## src/rtl/seq_pkg.sv

```systemverilog
// Shared types and constants for the frame update sequencer.
// Unit indices name the game-logic blocks in start order.
package seq_pkg;

    localparam int SEQ_RATE_W  = 4;
    localparam int SEQ_TIMEOUT = 1023;
    localparam int SEQ_TMO_W   = $clog2(SEQ_TIMEOUT + 1);

    localparam int UNIT_PLAYER      = 0;
    localparam int UNIT_DRAGON_HEAD = 1;
    localparam int UNIT_DRAGON_BODY = 2;
    localparam int UNIT_SHEEP       = 3;

    typedef enum logic [2:0] {
        IDLE,
        SCAN,
        ISSUE,
        WAIT,
        FINISH
    } seq_state_t;

endpackage

```

## src/rtl/unit_rate_divider.sv

```systemverilog
// Per-unit frame divider: due when the count is zero, then
// reloads; otherwise counts down once per accepted frame.
module unit_rate_divider
    import seq_pkg::*;
#(
    parameter int RATE_W = SEQ_RATE_W
) (
    input  logic              clk,
    input  logic              rst_n,
    input  logic              accept,
    input  logic [RATE_W-1:0] reload_val,
    output logic              is_due
);

    logic [RATE_W-1:0] cnt;

    // Reload on a due frame, count down on the others.
    always_ff @(posedge clk) begin
        if (!rst_n) begin
            cnt <= '0;
        end else if (accept) begin
            if (cnt == '0) begin
                cnt <= reload_val;
            end else begin
                cnt <= cnt - RATE_W'(1);
            end
        end
    end

    assign is_due = (cnt == '0);

endmodule

```

## src/rtl/frame_update_sequencer.sv

```systemverilog
// Starts each due game-logic unit in index order once per frame.
// Optional SEQ_PAUSE_EN adds pause_i to ignore frames while idle.
module frame_update_sequencer
    import seq_pkg::*;
#(
    parameter int N_UNITS        = 4,
    parameter int TIMEOUT_CYCLES = SEQ_TIMEOUT,
    parameter int RATE_W         = SEQ_RATE_W
) (
    input  logic                      clk,
    input  logic                      rst_n,
    input  logic                      frame_end,
`ifdef SEQ_PAUSE_EN
    input  logic                      pause_i,
`endif
    input  logic [N_UNITS-1:0]        enable_mask,
    input  logic [N_UNITS*RATE_W-1:0] rate_div,
    input  logic [N_UNITS-1:0]        done_i,
    output logic [N_UNITS-1:0]        start_o,
    output logic                      busy,
    output logic                      frame_done,
    output logic                      overrun,
    output logic [N_UNITS-1:0]        timeout_err,
    output logic [7:0]                frame_count
);

    localparam int IW = $clog2(N_UNITS + 1);
    localparam int TW = $clog2(TIMEOUT_CYCLES + 1);

    seq_state_t        state;
    seq_state_t        state_nxt;
    logic [IW-1:0]     idx;
    logic [TW-1:0]     tcnt;
    logic [N_UNITS-1:0] due;
    logic [N_UNITS-1:0] unit_due;
    logic [N_UNITS-1:0] sel;
    logic              pause;
    logic              accept;
    logic              cur_due;
    logic              cur_done;
    logic              tmo_hit;
    logic              idx_last;
    logic              idx_end;

`ifdef SEQ_PAUSE_EN
    assign pause = pause_i;
`else
    assign pause = 1'b0;
`endif

    assign accept   = (state == IDLE) && frame_end && !pause;
    assign cur_due  = |(due & sel);
    assign cur_done = |(done_i & sel);
    assign tmo_hit  = (tcnt == TW'(TIMEOUT_CYCLES));
    assign idx_last = (idx == IW'(N_UNITS - 1));
    assign idx_end  = (idx == IW'(N_UNITS));

    for (genvar k = 0; k < N_UNITS; k++) begin : g_div
        unit_rate_divider #(
            .RATE_W(RATE_W)
        ) u_div (
            .clk       (clk),
            .rst_n     (rst_n),
            .accept    (accept),
            .reload_val(rate_div[k*RATE_W +: RATE_W]),
            .is_due    (unit_due[k])
        );
    end

    // One-hot decode of the unit currently being handled.
    always_comb begin
        sel = '0;
        for (int k = 0; k < N_UNITS; k++) begin
            if (idx == IW'(k)) begin
                sel[k] = 1'b1;
            end
        end
    end

    // State register.
    always_ff @(posedge clk) begin
        if (!rst_n) begin
            state <= IDLE;
        end else begin
            state <= state_nxt;
        end
    end

    // Next-state and pulse outputs.
    always_comb begin
        state_nxt  = state;
        start_o    = '0;
        frame_done = 1'b0;
        busy       = 1'b1;
        unique case (state)
            IDLE: begin
                busy = 1'b0;
                if (accept) begin
                    state_nxt = SCAN;
                end
            end
            SCAN: begin
                if (idx_end) begin
                    state_nxt = FINISH;
                end else if (cur_due) begin
                    state_nxt = ISSUE;
                end else if (idx_last) begin
                    state_nxt = FINISH;
                end
            end
            ISSUE: begin
                start_o   = sel;
                state_nxt = WAIT;
            end
            WAIT: begin
                if (cur_done || tmo_hit) begin
                    state_nxt = SCAN;
                end
            end
            FINISH: begin
                frame_done = 1'b1;
                state_nxt  = IDLE;
            end
            default: begin
                state_nxt = IDLE;
            end
        endcase
    end

    // Frame snapshot, index walk, wait timer and sticky errors.
    always_ff @(posedge clk) begin
        if (!rst_n) begin
            idx         <= '0;
            tcnt        <= '0;
            due         <= '0;
            frame_count <= '0;
            overrun     <= 1'b0;
            timeout_err <= '0;
        end else begin
            if (accept) begin
                frame_count <= frame_count + 8'd1;
                due         <= enable_mask & unit_due;
                idx         <= IW'(UNIT_PLAYER);
            end
            if (frame_end && state != IDLE) begin
                overrun <= 1'b1;
            end
            if (state == SCAN && !idx_end && !cur_due && !idx_last) begin
                idx <= idx + IW'(1);
            end
            if (state == ISSUE) begin
                tcnt <= '0;
            end
            if (state == WAIT) begin
                if (cur_done || tmo_hit) begin
                    idx <= idx + IW'(1);
                    if (!cur_done) begin
                        timeout_err <= timeout_err | sel;
                    end
                end else begin
                    tcnt <= tcnt + TW'(1);
                end
            end
        end
    end

endmodule

```

## config.mk

```make
export PLATFORM = sky130hd
export DESIGN_NAME = frame_update_sequencer
export DESIGN_NICKNAME = d
export VERILOG_FILES = /design/src/rtl/seq_pkg.sv /design/src/rtl/unit_rate_divider.sv /design/src/rtl/frame_update_sequencer.sv
export SDC_FILE = /design/constraint.sdc
export NUM_CORES = 1
export LEC_CHECK = 0
export CORE_UTILIZATION = 53
export CTS_CLUSTER_DIAMETER = 200
export CTS_CLUSTER_SIZE = 14
export DETAILED_ROUTE_END_ITERATION = 16
export PLACE_DENSITY_LB_ADDON = 0.12
export SYNTH_ARGS = -nofsm -noshare
export SYNTH_HDL_FRONTEND = slang
export SYNTH_SLANG_ARGS = --single-unit
```

## constraint.sdc

```tcl
create_clock -name clk -period 2.5 [get_ports clk]
set_clock_uncertainty 0.15 [all_clocks]
set_input_delay 0.625 -clock clk [delete_from_list [all_inputs] [get_ports clk]]
set_output_delay 0.625 -clock clk [all_outputs]
set_load 0.01 [all_outputs]
```

==> flow_summary.ini <==
[status]
status = finished, final reports clean

[place]
gp_congestion = 0.8064
dpl_cell_area_sq_um = 3159
hpwl_microns = 4077
port_buffers = 45

[detailed_routing]
routed_wl_microns = 5672
ant_nets = 0
drtPass1Iterations = 4
viasPerCell = 5.540
drtIter0Drc = 126
wire_per_inst_microns = 13.19
drc = 0
vias = 2382

[sta]
drv_slew = 0
finalHoldViolCount = 0
fin_crit_ns = 2.290
fmax_ghz = 0.4367
setup_viol = 0
period_share_pct = 91.59
worst_slew_pin_slew_ns = 0.5518
rsz0062_at_grt = false
max-slew-margin-rel_pct = 63.01

[logic_synthesis]
synth.cell_area_sq_um = 2600
yosysMostFrequentCell = dfxtp_1
synthTopCellsByCount = 49 x dfxtp_1, 37 x nand2_1, 20 x nand3_1
synth_edf_count = 0
netlist.area_leader.share_pct = 37.73
ys_async_sr_fraction_pct = 0
seq_area_frac_synth_pct = 37.73
syn-instance-count = 311
ys_ff_latch = 49
synth.distinct_cells = 47
synth_nets = 349
yosysWarnings = 0
synthTopCellsByArea = dfxtp_1 38%, nand2_1 5.3%, ha_1 5.3%
synth_top_flop_cell = dfxtp_1
synth_top_area_cell = dfxtp_1
synth_area_per_cell_sq_um = 8.360

[global_route]
antenna_found_initial = 0
grt_usage_pct = 23.23
grt_pass1_wl_microns = 9563
grt_pass1_vias = 2157
grt_overflow_total = 0
grt_max_degree = 25

[floorplanning]
die_w_microns = 72.04
start_util_pct = 55.05
dieArea_sq_um = 5190
num_rows = 25
core_area_sq_um = 4723
io_pins = 46
die_h_microns = 72.04

[cts]
clkLatencyLatePin_ns = 0.30
numCtsBuffers = 5
clk_pin_slew_ns = 0.08
cts_sinks = 49
cts_root_buffer = clkbuf_8
cts_setup_buffers = 0
htreeDepth = 2
cts_tree = built
clockBufferDepth = 2

[final_layout]
nFillCells = 394
antennaDiodeCount = 0
fin_util_pct = 69.96
syn2layout_area_growth_pct = 27.09
stdcell_area_sq_um = 3304
nets = 400
drive_above_1_share_pct = 9.366

[critical_path]
end_kind = output port
critical_path_required_ns = 1.73
critPathLaunchType = register
worstSetupPathType = reg -> out
arrival_ns = 1.51
critPathMaxFanout = 4

[job]
drv_cap = 0

[power]
power.density_nw_per_um2 = 617.4
ir_drop_uv = 347.7
leakage_uw = 0.001238

[min_path]
min_path_type = reg -> reg
cells by family (layout without fill, tap and decap cells):
family / after synthesis / count (layout) / synth area share (%)
simple gates: 150 / 150 / 31.62
compound gates: 60 / 60 / 15.83
flops: 49 / 49 / 37.73
buf+inv: 26 / 78 / 4.235
fa+ha+maj: 11 / 11 / 5.293
xor+xnor: 10 / 10 / 3.368
mux: 5 / 5 / 1.925
sequential cells by signal, indices dropped and copies added (netlist names):
register and count:
g_div.u_div.cnt 16, tcnt 10, frame_count 8, due 4
timeout_err 4, idx 3, state 3, overrun 1
path summary, 6_finish.rpt:
path | from | cells after the start | slack [ns] | to
worst max-delay path | idx[1] | 4 | 0.21 | start_o[1]
worst min-delay path | due[2] | 2 | 0.31 | due[2]
worst max register to register | idx[1] | 8 | 0.24 | tcnt[5]
worst min register to register | due[2] | 2 | 0.31 | due[2]
area by class of cell:
type / instances / area [sq um] / area share [%]
Multi-Input combinational cell: 236 / 1534 / 46.42
Sequential cell: 49 / 985.9 / 29.84
Timing Repair Buffer: 56 / 531.8 / 16.09
Clock buffer: 7 / 86.33 / 2.613
Tap cell: 67 / 83.83 / 2.537
Inverter: 14 / 52.55 / 1.590
Clock inverter: 1 / 30.03 / 0.9087
power by group:
part,internal [uW],total [uW],switching [uW]
Sequential,853,927,74.1
Combinational,251,521,270
Clock,327,592,266
Total,1430,2040,610
stage by stage:
stage	worst slack [ns]	hold slack [ns]	std cells	total power (uW)	TNS, ns
2_1_floorplan	0.4311	0.2904	311	1292	0
3_3_place_gp	-0.04232	0.2988	422	1434	-0.05307
3_5_place_dp	-0.06868	0.3088	422	1454	-0.09966
4_1_cts	0.02095	0.3165	430	2048	0
5_1_grt	0.09317	0.3515	430	2167	0
6_report	0.2103	0.3111	430	2040	0
layout by cell type, fill, tap and decap left out, types with 7 or more instances in the layout:
cell type	count
clkdlybuf4s50_1	41
o21ai_0	7
a21boi_0	11
ha_1	8
inv_1	13
dfxtp_1	45
buf_4	11
and2_1	7
nor3b_1	7
nor2b_1	9
a21oi_1	18
nand2_1	36
xnor2_1	10
nand2b_1	7
nor2_1	19
nand3_1	20
nor3_1	17
per-layer routing:
layer | global-route usage, % | part of all wire (%)
met4 | 7.625 | 1.3
met1 | 29.86 | 46
met3 | 4.861 | 4.7
met5 | 0 | 0
met2 | 38.99 | 48
worst max-delay path, cell delays in order, from the launching register on:
cell and delay, ns:
dfxtp_2 0.35, inv_1 0.11, ha_1 0.28, nor3b_1 0.19
dlygate4sd2_1 0.29
what timing repair did:
action,CTS,global route
setup endpoints to repair,4,3
hold buffers,0,0
resized for setup,10,5
(Power assumes the default switching activity.)
